**config.mk**
```make
export PLATFORM = sky130hd
export DESIGN_NAME = vexec_lane_sequencer
export DESIGN_NICKNAME = d
export VERILOG_FILES = /design/src/rtl/vexec_pkg.sv /design/src/rtl/vexec_lane_alu.sv /design/src/rtl/vexec_lane_sequencer.sv
export SDC_FILE = /design/constraint.sdc
export NUM_CORES = 1
export LEC_CHECK = 0
export CORE_ASPECT_RATIO = 1.75
export CORE_MARGIN = 4
export CORE_UTILIZATION = 50
export CTS_CLUSTER_SIZE = 40
export DETAILED_ROUTE_END_ITERATION = 7
export MAX_ROUTING_LAYER = met4
export PLACE_DENSITY = 0.89
export SYNTH_ARGS = -nofsm -noshare
export SYNTH_HDL_FRONTEND = slang
export SYNTH_HIERARCHICAL = 1
export SYNTH_SLANG_ARGS = --single-unit
```
**constraint.sdc**
```tcl
create_clock -name I_CLOCK -period 4.61 [get_ports I_CLOCK]
set_input_delay 0.922 -clock I_CLOCK [delete_from_list [all_inputs] [get_ports I_CLOCK]]
set_output_delay 0.922 -clock I_CLOCK [all_outputs]
set_load 0.02 [all_outputs]
```
**src/rtl/vexec_pkg.sv**
```systemverilog
// Shared definitions for the vector lane sequencer: op encodings, FSM states, default geometry.
package vexec_pkg;

    localparam int NUM_LANES_DEF = 4;
    localparam int LANE_W_DEF    = 16;

    typedef enum logic [2:0] {
        OP_ADD  = 3'd0,
        OP_ADDI = 3'd1,
        OP_AND  = 3'd2,
        OP_ANDI = 3'd3,
        OP_MOV  = 3'd4,
        OP_MOVI = 3'd5
    } opsel_e;

    typedef enum logic [1:0] {
        ST_IDLE = 2'd0,
        ST_RUN  = 2'd1,
        ST_DONE = 2'd2
    } state_e;

endpackage

```
**src/rtl/vexec_lane_alu.sv**
```systemverilog
// Combinational single-lane ALU; unknown op selects produce zero and raise o_illegal.
module vexec_lane_alu
    import vexec_pkg::*;
#(
    parameter int LANE_W = LANE_W_DEF
) (
    input  logic [2:0]        i_opsel,
    input  logic [LANE_W-1:0] i_a,
    input  logic [LANE_W-1:0] i_b,
    input  logic [LANE_W-1:0] i_imm,
    output logic [LANE_W-1:0] o_y,
    output logic              o_illegal
);

    always_comb begin
        o_y       = '0;
        o_illegal = 1'b0;
        case (i_opsel)
            OP_ADD:  o_y = i_a + i_b;
            OP_ADDI: o_y = i_a + i_imm;
            OP_AND:  o_y = i_a & i_b;
            OP_ANDI: o_y = i_a & i_imm;
            OP_MOV:  o_y = i_b;
            OP_MOVI: o_y = i_imm;
            default: o_illegal = 1'b1;
        endcase
    end

endmodule

```
**src/rtl/vexec_lane_sequencer.sv**
```systemverilog
// Time-multiplexed vector ALU: steps LANES_PER_STEP lanes per negedge across the vector register.
// Optional lane masking with step skipping when VEXEC_LANE_MASK_EN is defined.
module vexec_lane_sequencer
    import vexec_pkg::*;
#(
    parameter  int NUM_LANES      = NUM_LANES_DEF,
    parameter  int LANE_W         = LANE_W_DEF,
    parameter  int LANES_PER_STEP = 1,
    localparam int VREG_W         = NUM_LANES * LANE_W
) (
    input  logic              I_CLOCK,
    input  logic              I_RESET_N,
    input  logic              I_Valid,
    output logic              O_Ready,
    input  logic [2:0]        I_OpSel,
    input  logic [3:0]        I_DestRegIdx,
    input  logic [VREG_W-1:0] I_VSrc1Value,
    input  logic [VREG_W-1:0] I_VSrc2Value,
    input  logic [LANE_W-1:0] I_Imm,
`ifdef VEXEC_LANE_MASK_EN
    input  logic [NUM_LANES-1:0] I_LaneMask,
    input  logic [VREG_W-1:0]    I_VDestValue,
`endif
    input  logic              I_Flush,
    output logic              O_Valid,
    input  logic              I_Ready,
    output logic [VREG_W-1:0] O_VALUOut,
    output logic [3:0]        O_DestRegIdx,
    output logic              O_IllegalOp,
    output logic              O_Busy,
    output logic [1:0]        O_DbgState
);

    localparam int S      = NUM_LANES / LANES_PER_STEP;
    localparam int STEP_W = $clog2(S + 1);

    if (NUM_LANES % LANES_PER_STEP != 0) begin : g_bad_geometry
        $error("NUM_LANES must be a multiple of LANES_PER_STEP");
    end

    state_e              r_state;
    logic [STEP_W-1:0]   r_step;
    logic [VREG_W-1:0]   r_src1;
    logic [VREG_W-1:0]   r_src2;
    logic [LANE_W-1:0]   r_imm;
    logic [2:0]          r_opsel;
    logic [3:0]          r_dest;
    logic [VREG_W-1:0]   r_out;
    logic                r_valid;
    logic                r_illegal;

    int                  w_base;
    logic [STEP_W-1:0]   w_next;
    logic [STEP_W-1:0]   w_first;
    logic [VREG_W-1:0]   w_accept_out;
    logic [LANES_PER_STEP-1:0] w_lane_en;
    logic [LANE_W-1:0]   w_lane_y [LANES_PER_STEP];
    logic [LANES_PER_STEP-1:0] w_lane_ill;

`ifdef VEXEC_LANE_MASK_EN
    logic [NUM_LANES-1:0] r_mask;

    // Lowest step at or after 'from' that has any enabled lane; S when none remain.
    function automatic logic [STEP_W-1:0] next_step(input logic [NUM_LANES-1:0] m, input int from);
        logic [STEP_W-1:0] n;
        n = STEP_W'(S);
        for (int s = S - 1; s >= 0; s--) begin
            if (s >= from && |m[s*LANES_PER_STEP +: LANES_PER_STEP]) n = STEP_W'(s);
        end
        return n;
    endfunction

    always_comb begin
        w_first      = next_step(I_LaneMask, 0);
        w_next       = next_step(r_mask, int'(r_step) + 1);
        w_accept_out = '0;
        for (int l = 0; l < NUM_LANES; l++) begin
            if (!I_LaneMask[l]) w_accept_out[l*LANE_W +: LANE_W] = I_VDestValue[l*LANE_W +: LANE_W];
        end
        w_lane_en = r_mask[w_base +: LANES_PER_STEP];
    end
`else
    always_comb begin
        w_first      = '0;
        w_next       = r_step + 1'b1;
        w_accept_out = '0;
        w_lane_en    = '1;
    end
`endif

    // Clamp so the ALU operand slices stay in range when no step is pending.
    always_comb begin
        w_base = 0;
        if (int'(r_step) < S) w_base = int'(r_step) * LANES_PER_STEP;
    end

    for (genvar j = 0; j < LANES_PER_STEP; j++) begin : g_lane
        vexec_lane_alu #(.LANE_W(LANE_W)) u_alu (
            .i_opsel   (r_opsel),
            .i_a       (r_src1[(w_base + j)*LANE_W +: LANE_W]),
            .i_b       (r_src2[(w_base + j)*LANE_W +: LANE_W]),
            .i_imm     (r_imm),
            .o_y       (w_lane_y[j]),
            .o_illegal (w_lane_ill[j])
        );
    end

    // Handshakes: an upstream op transfers on an edge where I_Valid && O_Ready (O_Ready only in IDLE);
    // a result transfers on an edge where O_Valid && I_Ready, and is held unchanged until then.
    always_ff @(negedge I_CLOCK or negedge I_RESET_N) begin
        if (!I_RESET_N) begin
            r_state   <= ST_IDLE;
            r_step    <= '0;
            r_src1    <= '0;
            r_src2    <= '0;
            r_imm     <= '0;
            r_opsel   <= '0;
            r_dest    <= '0;
            r_out     <= '0;
            r_valid   <= 1'b0;
            r_illegal <= 1'b0;
`ifdef VEXEC_LANE_MASK_EN
            r_mask    <= '0;
`endif
        end else if (I_Flush) begin
            if (r_state != ST_IDLE) begin
                r_state   <= ST_IDLE;
                r_valid   <= 1'b0;
                r_illegal <= 1'b0;
                r_out     <= '0;
            end
        end else begin
            case (r_state)
                ST_IDLE: begin
                    if (I_Valid) begin
                        r_src1    <= I_VSrc1Value;
                        r_src2    <= I_VSrc2Value;
                        r_imm     <= I_Imm;
                        r_opsel   <= I_OpSel;
                        r_dest    <= I_DestRegIdx;
                        r_out     <= w_accept_out;
                        r_illegal <= 1'b0;
                        r_step    <= w_first;
`ifdef VEXEC_LANE_MASK_EN
                        r_mask    <= I_LaneMask;
`endif
                        r_state   <= ST_RUN;
                    end
                end
                ST_RUN: begin
                    if (int'(r_step) >= S) begin
                        r_state   <= ST_DONE;
                        r_valid   <= 1'b1;
                        r_illegal <= |w_lane_ill;
                    end else begin
                        for (int j = 0; j < LANES_PER_STEP; j++) begin
                            if (w_lane_en[j]) r_out[(w_base + j)*LANE_W +: LANE_W] <= w_lane_y[j];
                        end
                        r_step <= w_next;
                        if (int'(w_next) >= S) begin
                            r_state   <= ST_DONE;
                            r_valid   <= 1'b1;
                            r_illegal <= |w_lane_ill;
                        end
                    end
                end
                ST_DONE: begin
                    if (I_Ready) begin
                        r_state <= ST_IDLE;
                        r_valid <= 1'b0;
                    end
                end
                default: r_state <= ST_IDLE;
            endcase
        end
    end

    assign O_Ready      = (r_state == ST_IDLE);
    assign O_Busy       = (r_state != ST_IDLE);
    assign O_Valid      = r_valid;
    assign O_VALUOut    = r_out;
    assign O_DestRegIdx = r_dest;
    assign O_IllegalOp  = r_illegal;
    assign O_DbgState   = r_state;

endmodule

```
==> results.md, run 1 <==
* I/O pin cnt at 230
* Fin. max-slew vios at 0
* Critical-path top delay cell: dfrtn_1
* Max-Cap Viols at 0
* Hold path cells at 1
* Die W at 121 µm
* Nets at 1,350
* RR Startpoint: r_step[2]
* Initial antenna violation count at 4
* Worst slew pin tran at 1180 ps
* GP Congestion at 0.972
* Routed WL at 31,500 µm
* Most instantiated cells after synthesis: 222 x dfrtn_1, 172 x mux2_2, 83 x nand2_1
* Hold Crit Start: r_src2[43]
* Worst reg2reg setup slack at 360 ps
* Switch Pwr at 0.00374 W
* Final Instance Area at 14,600 µm²
* Status: completed
* Core Area at 21,700 µm²
* HPWL Detailed at 23,300 µm
* Max-slew headroom at 0.211
* Reg power frac at 0.302
* Total power at 0.00923 W
* Latest clock arrival within the worst-skew pair at 520 ps
* Post-synthesis cell count at 942
* Final hold vios at 0
* Clock buffers created by TritonCTS at 21
* Worst path cell trace: dlygate4sd2_1
* Synth Warn # at 6
* WL/cell at 21.3 µm
* Mapped Area at 11,100 µm²
* P&R area growth vs syn at 31.3%
* Grt total ovfl at 0
* Pre-Repair DR Iteration Count at 5
* Routed via count at 8,626
* Async SR Flop Fraction at 1.00
* Vias in the first global route at 9,189
* Pint at 0.00549 W
* Root Buffer: clkbuf_16
* RSZ-0062 raised after global routing: false
* PortBufs at 229
* Synthesized area per cell at 11.8 µm²
* Synth Flop Type: dfrtn_1
* Worst setup EP type: primary output
* Largest net degree at the start of global routing at 70
* CP Max Fanout at 2
* Hold_ws at 446 ps
* Clock slew at reported path FFs at 50 ps
* Pwr per Cell Area at 633 nW/µm²
* Top-count cell post-synth: dfrtn_1
* Setup Viol. Count Final at 0
* R2R cell count at 14
* Worst Path Required at 3690 ps
* Row Count at 71
* Combinational share of power at 0.510
* Leak at 6.42 nW
* Starting Density at 0.513
* Post-CTS setup buffers at 0
* EDFF count, synth at 0
* Worst Hold Path EP: r_src2[43]
* CP startpoint kind: flip-flop
* Bufs on Longest Clock Path at 3
* Top-area cell type share of the netlist area at 0.500
* Initial DRC count at 709
* CTS tree: done
* DRC violations left at 0
* Max H-tree Level at 1
* # hold bufs at CTS at 0
* Sink Count at 222
* Syn_nets at 1,122
* Distinct cell type count after synthesis at 64
* Reg2reg end: O_VALUOut[46]
* Top cells by area, synth: dfrtn_1 50%, mux2_2 17%, a22o_1 4.1%
* WS Path Type: reg2out
* CP max stage delay at 450 ps
* Clock power frac at 0.188
* First-pass GRT wire length at 48,600 µm
* Crit path arrival time at 3640 ps
* Count of state elements after synthesis at 222
* Cell taking the most area after synthesis: dfrtn_1
* Share of cells above drive strength 1 at 0.235
* Seq/Total Area, Yosys at 0.500
* CP top delay family: flip-flops
* Placement-stage cell area at 13,900 µm²
* Switching share of power at 0.405
* Clock skew at 24.0 ps
* Setup ws final at 48.5 ps
* Gr usage total at 0.257
* VDD IR max at 0.000437 V
* Die Ht at 205 µm
* CP bufs+invs at 1
* Routed vias/inst at 5.84
* Final ANT Viol Nets at 0
* Hold WC Path Type: reg2reg
* Pre-CTS WS at -713 ps
* Die area at 24,800 µm²
-- metrics by stage --
| step | instances | TNS [ps] | util |
|---|---|---|---|
| after detailed placement | 1437 | -108760 | 0.641 |
| after floorplan | 942 | -2330 | - |
| final | 1478 | 0 | 0.673 |
| after CTS | 1474 | 0 | 0.673 |
| after global routing | 1478 | 0 | 0.673 |
| after global placement | 1437 | -101470 | 0.641 |
-- per-layer routing --
metal | track usage | vias up | share of wire
met5 | - | - | 0
met4 | 0.143 | 0 | 0.059
met3 | 0.0330 | 99 | 0.049
met2 | 0.458 | 326 | 0.53
met1 | 0.274 | 4306 | 0.36
li1 | - | 3895 | -
-- layout make-up --
type | instances | area, µm²
diodes | 4 | 10.0
clock buffers | 26 | 574
clock inverters | 9 | 106
fillers | 1689 | 7090
inverters | 25 | 93.8
multi-input cells | 625 | 5110
flip-flops and latches | 222 | 5560
well taps | 292 | 365
repair buffers | 275 | 2780
-- power groups by stage --
stage	logic (W)	clock network, W	registers [W]
after floorplan	0.00322	0	0.00279
after global placement	0.00450	0	0.00277
after detailed placement	0.00462	0	0.00280
after CTS	0.00464	0.00176	0.00278
after global routing	0.00505	0.00184	0.00284
final	0.00470	0.00174	0.00279
-- placed cells by master, fill, tap and decap left out, types with 3 or more instances in the layout --
cell | synthesis | layout
dfrtn_1 | 222 | 222
mux2_2 | 172 | 172
clkdlybuf4s50_1 | 0 | 153
nand2_1 | 83 | 83
dlygate4sd2_1 | 0 | 71
a22o_1 | 52 | 52
nor2b_1 | 41 | 41
a31oi_1 | 38 | 38
a211oi_1 | 34 | 34
buf_4 | 12 | 30
mux2i_1 | 28 | 28
a21oi_1 | 24 | 24
ha_1 | 23 | 23
inv_1 | 23 | 22
clkbuf_16 | 0 | 21
nand4_1 | 20 | 20
nor2_1 | 16 | 16
o21ai_0 | 11 | 11
buf_12 | 0 | 11
xnor2_1 | 9 | 9
o22ai_1 | 8 | 8
a21o_1 | 7 | 7
diode_2 | 0 | 4
xor2_1 | 4 | 4
nand3_1 | 4 | 4
inv_2 | 2 | 3
nand2b_1 | 4 | 3
clkinv_2 | 0 | 3
clkinvlp_4 | 0 | 3
clkbuf_8 | 0 | 3
and2_1 | 3 | 3
buf_2 | 18 | 3
-- worst max path at each step --
stage,startpoint,to,slack (ps),depth (start not counted)
3_3_place_gp,I_Flush,O_VALUOut[55],-570,5
4_1_cts,O_DbgState[1],O_Ready,0.7,3
6_report,O_VALUOut[58],O_VALUOut[58],50,1
5_1_grt,O_VALUOut[19],O_VALUOut[19],10,1
3_5_place_dp,I_Flush,O_VALUOut[56],-710,5
2_1_floorplan,I_Flush,O_DestRegIdx[0],-30,6
-- sequential cells by signal, indices dropped and copies added, names as in the netlist --
register / flops
r_src1: 64
O_DbgState: 2
O_VALUOut: 64
O_Valid: 1
r_src2: 64
r_step: 3
r_opsel: 3
r_imm: 16
O_DestRegIdx: 4
O_IllegalOp: 1
-- cells by family after synthesis --
kind of cell	Yosys count	share of synthesized area
AND/OR/NAND/NOR	192	0.0902
multiplexers	200	0.200
flip-flops	222	0.500
buffers and inverters	95	0.0429
AO/OA/AOI/OAI	196	0.129
XOR/XNOR	13	0.0102
adder cells (fa/ha/maj)	24	0.0277
-- worst register-to-register path: cells and delay by family, from the launching register on --
family,cells,cell delay [ps]
AO/OA/AOI/OAI,6,1800
XOR/XNOR,1,140
adder cells (fa/ha/maj),1,400
buffers and inverters,2,630
flip-flops,1,470
multiplexers,1,180
AND/OR/NAND/NOR,3,670
-- timing repair --
action                     in CTS  in global routing
pin swaps                       0                  0
setup endpoints to repair     109                  3
gates resized for setup        92                  4
hold endpoints to repair        0                  0
cloned                          2                  0
Power figures use the tool's default switching activity.
==> run 2: changes to the inputs <==
--- a/config.mk
+++ b/config.mk
@@ -10,6 +10,7 @@
 export CORE_UTILIZATION = 50
 export CTS_CLUSTER_SIZE = 40
 export DETAILED_ROUTE_END_ITERATION = 7
+export HOLD_SLACK_MARGIN = 0.1
 export MAX_ROUTING_LAYER = met4
 export PLACE_DENSITY = 0.89
 export SYNTH_ARGS = -nofsm -noshare
==> results of run 2 <==
No change in the layout: final DEF, timing and power equal those of run 1.
